--- src/rtl/stepper_sequencer_if.sv ---
// Motion-control side of the stepper sequencer: move command, pause/abort
// controls, coil pattern, status and position.
interface stepper_sequencer_if #(
  parameter int DIV_W = 16,
  parameter int CNT_W = 16
);
  // start is accepted only while busy=0; with nsteps!=0, busy rises on the
  // next edge and stays high until the move ends. done pulses for one cycle
  // on normal completion or on a zero-length request; abort ends a move
  // with no done pulse.
  logic             start;
  logic [CNT_W-1:0] nsteps;
  logic             dir;
  logic             half;
  logic [DIV_W-1:0] div;
  logic             en;
  logic             abort;
  logic             hold;
  logic [3:0]       phase;
  logic             busy;
  logic             done;
  logic [CNT_W-1:0] pos;
  logic             state_dbg;

  modport master (
    output start, nsteps, dir, half, div, en, abort, hold,
    input  phase, busy, done, pos, state_dbg
  );

  modport slave (
    input  start, nsteps, dir, half, div, en, abort, hold,
    output phase, busy, done, pos, state_dbg
  );
endinterface

--- src/rtl/stepper_sequencer.sv ---
// Stepper-motor phase sequencer: full/half-step, forward/reverse, programmable
// step period, counted moves with start/busy/done handshake and abort.
module stepper_sequencer #(
    parameter int DIV_W = 16,
    parameter int CNT_W = 16
) (
    input  logic               clk,
    input  logic               rst,
    stepper_sequencer_if.slave bus
);

    localparam logic [0:0] IDLE = 1'b0;
    localparam logic [0:0] RUN  = 1'b1;

    logic [0:0]       state;
    logic [2:0]       idx;
    logic [DIV_W-1:0] div_cnt;
    logic [DIV_W-1:0] div_l;
    logic [CNT_W-1:0] rem;
    logic [CNT_W-1:0] pos;
    logic             dir_l;
    logic             half_l;
    logic             done;

    logic [1:0]       stride;
    logic [2:0]       idx_nxt;
    logic [CNT_W-1:0] pos_nxt;
    logic [3:0]       pattern;

    // Full-step from an even index moves one slot so it lands back on odd.
    always_comb begin
        stride = (half_l || !idx[0]) ? 2'd1 : 2'd2;
        if (dir_l) begin
            idx_nxt = idx + {1'b0, stride};
            pos_nxt = pos + {{(CNT_W-2){1'b0}}, stride};
        end else begin
            idx_nxt = idx - {1'b0, stride};
            pos_nxt = pos - {{(CNT_W-2){1'b0}}, stride};
        end
    end

    always_comb begin
        case (idx)
            3'd0:    pattern = 4'b0001;
            3'd1:    pattern = 4'b0011;
            3'd2:    pattern = 4'b0010;
            3'd3:    pattern = 4'b0110;
            3'd4:    pattern = 4'b0100;
            3'd5:    pattern = 4'b1100;
            3'd6:    pattern = 4'b1000;
            default: pattern = 4'b1001;
        endcase
    end

    always_ff @(posedge clk) begin
        if (!rst) begin
            state   <= IDLE;
            idx     <= 3'd1;
            div_cnt <= '0;
            div_l   <= '0;
            rem     <= '0;
            pos     <= '0;
            dir_l   <= 1'b0;
            half_l  <= 1'b0;
            done    <= 1'b0;
        end else begin
            done <= 1'b0;
            case (state)
                IDLE: begin
                    if (bus.start) begin
                        if (bus.nsteps != '0) begin
                            rem     <= bus.nsteps;
                            dir_l   <= bus.dir;
                            half_l  <= bus.half;
                            div_l   <= bus.div;
                            div_cnt <= '0;
                            state   <= RUN;
                        end else begin
                            done <= 1'b1;
                        end
                    end
                end
                default: begin
                    if (bus.abort) begin
                        state <= IDLE;
                    end else if (bus.en) begin
                        if (div_cnt == div_l) begin
                            div_cnt <= '0;
                            idx     <= idx_nxt;
                            pos     <= pos_nxt;
                            rem     <= rem - {{(CNT_W-1){1'b0}}, 1'b1};
                            if (rem == {{(CNT_W-1){1'b0}}, 1'b1}) begin
                                state <= IDLE;
                                done  <= 1'b1;
                            end
                        end else begin
                            div_cnt <= div_cnt + {{(DIV_W-1){1'b0}}, 1'b1};
                        end
                    end
                end
            endcase
        end
    end

    assign bus.busy      = (state == RUN);
    assign bus.done      = done;
    assign bus.pos       = pos;
    assign bus.state_dbg = state;
    assign bus.phase     = ((state == RUN) || bus.hold) ? pattern : 4'b0000;

endmodule
--- src/flat_wrapper.sv ---
// flat-port wrapper written by rule: the top's interface ports become plain ports
module stepper_sequencer_flat 
#(
    parameter int DIV_W = 16,
    parameter int CNT_W = 16
)
  (clk, rst, bus_start, bus_nsteps, bus_dir, bus_half, bus_div, bus_en, bus_abort, bus_hold, bus_phase, bus_busy, bus_done, bus_pos, bus_state_dbg);
  stepper_sequencer_if #(.DIV_W(DIV_W), .CNT_W(CNT_W)) bus_i ();
  input  logic clk;
  input  logic rst;
  input wire logic [$bits(bus_i.start)-1:0] bus_start;
  input wire logic [$bits(bus_i.nsteps)-1:0] bus_nsteps;
  input wire logic [$bits(bus_i.dir)-1:0] bus_dir;
  input wire logic [$bits(bus_i.half)-1:0] bus_half;
  input wire logic [$bits(bus_i.div)-1:0] bus_div;
  input wire logic [$bits(bus_i.en)-1:0] bus_en;
  input wire logic [$bits(bus_i.abort)-1:0] bus_abort;
  input wire logic [$bits(bus_i.hold)-1:0] bus_hold;
  output wire logic [$bits(bus_i.phase)-1:0] bus_phase;
  output wire logic [$bits(bus_i.busy)-1:0] bus_busy;
  output wire logic [$bits(bus_i.done)-1:0] bus_done;
  output wire logic [$bits(bus_i.pos)-1:0] bus_pos;
  output wire logic [$bits(bus_i.state_dbg)-1:0] bus_state_dbg;
  assign bus_i.start = bus_start;
  assign bus_i.nsteps = bus_nsteps;
  assign bus_i.dir = bus_dir;
  assign bus_i.half = bus_half;
  assign bus_i.div = bus_div;
  assign bus_i.en = bus_en;
  assign bus_i.abort = bus_abort;
  assign bus_i.hold = bus_hold;
  assign bus_phase = bus_i.phase;
  assign bus_busy = bus_i.busy;
  assign bus_done = bus_i.done;
  assign bus_pos = bus_i.pos;
  assign bus_state_dbg = bus_i.state_dbg;
  stepper_sequencer #(.DIV_W(DIV_W), .CNT_W(CNT_W)) u_core (.clk(clk), .rst(rst), .bus(bus_i));
endmodule
--- config.mk ---
export PLATFORM = sky130hd
export DESIGN_NAME = stepper_sequencer_flat
export DESIGN_NICKNAME = d
export VERILOG_FILES = /design/src/rtl/stepper_sequencer_if.sv /design/src/rtl/stepper_sequencer.sv /design/src/flat_wrapper.sv
export SDC_FILE = /design/constraint.sdc
export NUM_CORES = 1
export LEC_CHECK = 0
export BUFFER_PORTS_ARGS = -buffer_cell sky130_fd_sc_hd__buf_2
export CORE_ASPECT_RATIO = 1.1
export CORE_MARGIN = 1.5
export CORE_UTILIZATION = 50
export DETAILED_ROUTE_END_ITERATION = 10
export PLACE_DENSITY_LB_ADDON = 0.3
export SLEW_MARGIN = 10
export SYNTH_ARGS = -nofsm -noshare
export SYNTH_HDL_FRONTEND = slang
export SYNTH_SLANG_ARGS = --single-unit
export TNS_END_PERCENT = 30
--- constraint.sdc ---
create_clock -name clk -period 2.6 [get_ports clk]
set_input_delay 0.13 -clock clk [delete_from_list [all_inputs] [get_ports clk]]
set_output_delay 0.13 -clock clk [all_outputs]
set_load 0.01 [all_outputs]
Word level (Yosys, flattened, before mapping) --
Index checks and enable logic that the tools add are counted. W data, S select, Z words.
Operators by class: $add $sub $neg 6, equal/unequal tests 11, muxes and demuxes 31, bitwise gates (word level) 2, reduce and logical (&&, ||, !) cells 11
Operator list (count):
- $mux W16 | 13
- $pmux W4 S7 | 1
- $add A16 B1 Y16 const B | 1
- $add A16 B2 Y16 | 1
- $eq A16 B1 Y1 const B | 1
- $eq A16 B16 Y1 | 1
- $reduce_bool A16 Y1 | 1
- $sub A16 B1 Y16 const B | 1
- $sub A16 B2 Y16 | 1
- $mux W1 | 14
- $eq A3 B3 Y1 const B | 3
- $reduce_and A4 Y1 | 2
- $eq A3 B2 Y1 const B | 2
- $ne A2 B2 Y1 const B | 3
- $reduce_and A5 Y1 | 1
- $mux W4 | 1
- $reduce_bool A2 Y1 | 2
- $add A3 B2 Y3 | 1
- $eq A3 B1 Y1 const B | 1
- $logic_not A3 Y1 | 1
- $mux W3 | 1
- $reduce_and A3 Y1 | 1
- $sub A3 B2 Y3 | 1
- $logic_or A1 B1 Y1 | 2
- 3 further kinds | 4
Word-level totals: bits in registers 71, input bits 40, output and inout bits 23, logic and storage cells 70

Longest topological paths before layout --
depth after elaboration 6, gate-level depth with buffers 10, gate-level depth less buffers 10

Least setup slack after synthesis --
OpenSTA, ideal clock, no wires.
kind reg2reg, from register u_core.half_l, to register u_core.pos[14] (netlist: u_core.bus.pos[14]), library setup time 79 ps, data arrival time 2227 ps, data required time 2521 ps, slack 294 ps, cell stages (with the launch flop) 11, buffers on the path 0, period minus slack after synthesis 2306 ps, path through dfxtp_1 > nand2b_1 > nand2_1 > inv_1 > fa_1 > nor2b_1 > o2111ai_1 > a211oi_1 > o2111ai_1 > a2111o_1 > o211ai_1
Between the ends: longest elaborated chain between the ends 4, elaborated cells on any way between the ends 5, classes of those cells 2 x add/sub; 2 x mux; 1 x reduce/logical
RTL lines:
- start, declared | RTL line stepper_sequencer.sv:22 | logic half_l;
- start signal, assigned | RTL line stepper_sequencer.sv:74 | half_l <= bus.half;
- $logic_or A1 B1 Y1 (*) | RTL line stepper_sequencer.sv:32 | stride = (half_l || !idx[0]) ? 2'd1 : 2'd2;
- $mux W2 (*) | RTL line stepper_sequencer.sv:32
- $sub A16 B2 Y16 / $add A16 B2 Y16 (equally long branches) | RTL line stepper_sequencer.sv:38, stepper_sequencer.sv:35
- $mux W16 (*) | RTL line stepper_sequencer.sv:33 | if (dir_l) begin
- end signal, assigned | RTL line stepper_sequencer.sv:90 | pos <= pos_nxt;
- end, declared | RTL line stepper_sequencer.sv:20 | logic [CNT_W-1:0] pos;
Every way passes the cells marked *; elsewhere a longest branch is shown, timed or not. A chain may end at the register's enable or synchronous reset.

Final worst setup path --
Ends and elaborated chain as after synthesis.

==> impl_metrics.ini <==
[setup_path]
cp.depth = 10
critPathLaunchType = flip-flop
cp_max_fo = 3
path_buf_inv = 1
required_ps = 2870
cp_cell_sequence = nand2b_1 > ha_1 > inv_1 > fa_1 > nor2b_2 > o2111ai_2 > a211oi_2 > o2111ai_1 > a2111o_1 > o211ai_1
path_class = flip-flop to flip-flop
rr_worst_depth = 10
slowest_delay_ps = 420
cp_top_family = compound AO/OA/AOI/OAI gates
crit_arrival_ps = 2730
end_kind = flip-flop
critical_path.slowest_cell = fa_1

[yosys]
yosysWarnings = 0
synthAdderAreaFrac_pct = 6.31
synthTopCellsByArea = dfxtp_1 (34%), mux2i_1 (5.5%), nand2_1 (5.4%), ha_1 (5.4%), xor2_1 (5.0%)
synth_xor_area_share_pct = 7.50
netlist.area_leader.share_pct = 33.8
async_flop_share_pct = 0
synth_compound_area_share_pct = 20.3
yosysTopAreaCell = dfxtp_1
synth_edf_count = 0
synth_top_family_by_area = simple AND/OR/NAND/NOR gates
ys_seq_area_share_pct = 33.8
synth_area_per_cell_sq_um = 8.23
synth-seq-cells = 71
synth_nets = 571
synthMuxAreaShare_pct = 5.74
syn-cell-area_sq_um = 4200
synth_flop_cell = dfxtp_1
yosys.cell_types.count = 56
synth_cells = 511
synth-simple-area-share_pct = 22.4

[pwr]
totalPowerFinal_mw = 2.52
p_per_area_nw_per_um2 = 519
p_leak_nw = 2.13
ir_drop_uv = 367

[floorplanning]
start_util_pct = 52.3
rows = 34
ios = 63
die_w_um = 90.4
die_h_um = 99.2
core_sq_um = 8040
dieArea_sq_um = 8970

[timing]
max_slew.worst_pin.slew_ps = 701
max-slew-margin-rel_pct = 53.2
fin_crit_sh_pct = 94.7
setup_viol = 0
grt_setup_unrepaired = no
period_needed_ps = 2460
finalHoldViolations = 0
finalSetupTns_ps = 0
clock.fmax_ghz = 0.406
drv_slew = 0
skew_ps = 9.50

[flow_run]
drv_cap = 0

[detailed_routing]
wl_um = 10200
dr_total_vias = 3958
viasPerCell = 5.77
drt-initial-drc-count = 175
drc = 0
wl_per_cell_um = 14.9
antenna_left = 0
firstDrtPassIters = 5

[grt]
grt_pass1_wl_um = 17000
top_usage_layer = met2
track_usage_pct = 23.2
grt.met3_usage_pct = 3.82
antenna_found_initial = 0
grt_use_met2_pct = 40.2
met1_usage_pct = 29.0
grt_pass1_vias = 3644
grt_max_degree = 41
grt_overflow_total = 0

[clocking]
clk-insertion-delay-late_ps = 350
cts_tree = built
root_buffer = clkbuf_8
cts_made_buffers = 9
post-cts-setup-buffers = 0
cts_max_level = 3
clk_pin_slew_ps = 80
ctsHoldBuffers = 0
cts.repair.resized = 0
cts.sinks = 71
clockBufferDepth = 2

[layout]
layout_commonest_cell = dfxtp_1
fillers = 712
final_cell_mix = dfxtp_1 (71), buf_2 (62), nand2_1 (61)
fin_nets = 633
drive_gt1_share_pct = 20.1
diodes = 0
syn2layout_area_growth_pct = 15.7

[place]
dpl.hpwl_um = 7260
gp_congestion = 0.869
io_buffers = 62

[worst_hold_path]
min_path_type = primary input to flip-flop
min_path_cells = 3

[run_status]
status = finished, final reports clean
registers in the layout, indices dropped and copies added (netlist names), 3 cells and up:
name	count
u_core.idx	3
u_core.rem	16
u_core.div_cnt	16
u_core.bus.pos	16
u_core.div_l	16
worst min-delay path: stages:
cell and delay [ps]:
buf_2 70, mux2i_1 50, nor2_1 70
cell families (layout without fill, tap and decap cells):
group / after synthesis / after routing
and+or+nand+nor: 192 / 192
AOI/OAI and AO/OA: 129 / 129
DFF: 71 / 71
buffers and inverters: 39 / 106
xor gates and xnor gates: 36 / 36
muxes: 24 / 24
adders and majority gates: 20 / 20
cell type report:
class | count | area, sq um | share of cell area (%)
tap | 108 | 135 | 2.78
inverter | 13 | 48.8 | 1.00
timing repair buffer | 77 | 423 | 8.69
sequential | 71 | 1420 | 29.2
clock inverter | 7 | 63.8 | 1.31
multi-input combinational | 401 | 2650 | 54.4
clock buffer | 9 | 124 | 2.55
final timing paths:
| path | startpoint | endpoint | slack [ps] |
|---|---|---|---|
| hold / removal | bus_div[4] | u_core.div_l[4] | 10 |
| hold reg to reg | u_core.bus.pos[4] | u_core.bus.pos[4] | 490 |
| setup / recovery | u_core.half_l | u_core.bus.pos[14] | 140 |
| setup reg to reg | u_core.half_l | u_core.bus.pos[14] | 140 |
layer usage:
layer	up-vias	share of wire, %
met5	-	0
met4	0	2.1
met3	24	3.9
met2	105	50
met1	1856	44
li1	1973	-
where the power goes:
| part | total (mW) | leakage, nW | internal, mW | switching, mW |
|---|---|---|---|---|
| Sequential | 1.17 | 0.578 | 1.13 | 0.0422 |
| Clock | 0.876 | 0.103 | 0.436 | 0.439 |
| Combinational | 0.474 | 1.45 | 0.197 | 0.277 |
cells in the mapped netlist, types with 7 or more instances:
cell,instances
dfxtp_1,71
nand2_1,61
nor2_1,47
a21oi_1,37
o21ai_0,24
xor2_1,24
mux2i_1,23
ha_1,18
nand3_1,18
clkbuf_1,13
inv_1,13
nor4_1,13
xnor2_1,12
nand4_1,10
a21o_1,8
a31o_2,8
nor3_1,8
buf_2,7
nand2b_1,7
nor2b_1,7
stage by stage:
step / instances / hold WS [ps] / setup WS, ps / instance area (sq um) / util (%)
final: 686 / 11.7 / 137 / 4860 / 60.5
after global routing: 686 / 22.7 / 2.03 / 4860 / 60.5
after CTS: 686 / 10.4 / 17.3 / 4830 / 60.1
after detailed placement: 670 / 374 / 68.2 / 4650 / 57.8
after global placement: 670 / 365 / 148 / 4650 / 57.8
after floorplan: 511 / 277 / 294 / 4200 / -
No activity file was read; power rests on OpenSTA's default activity.
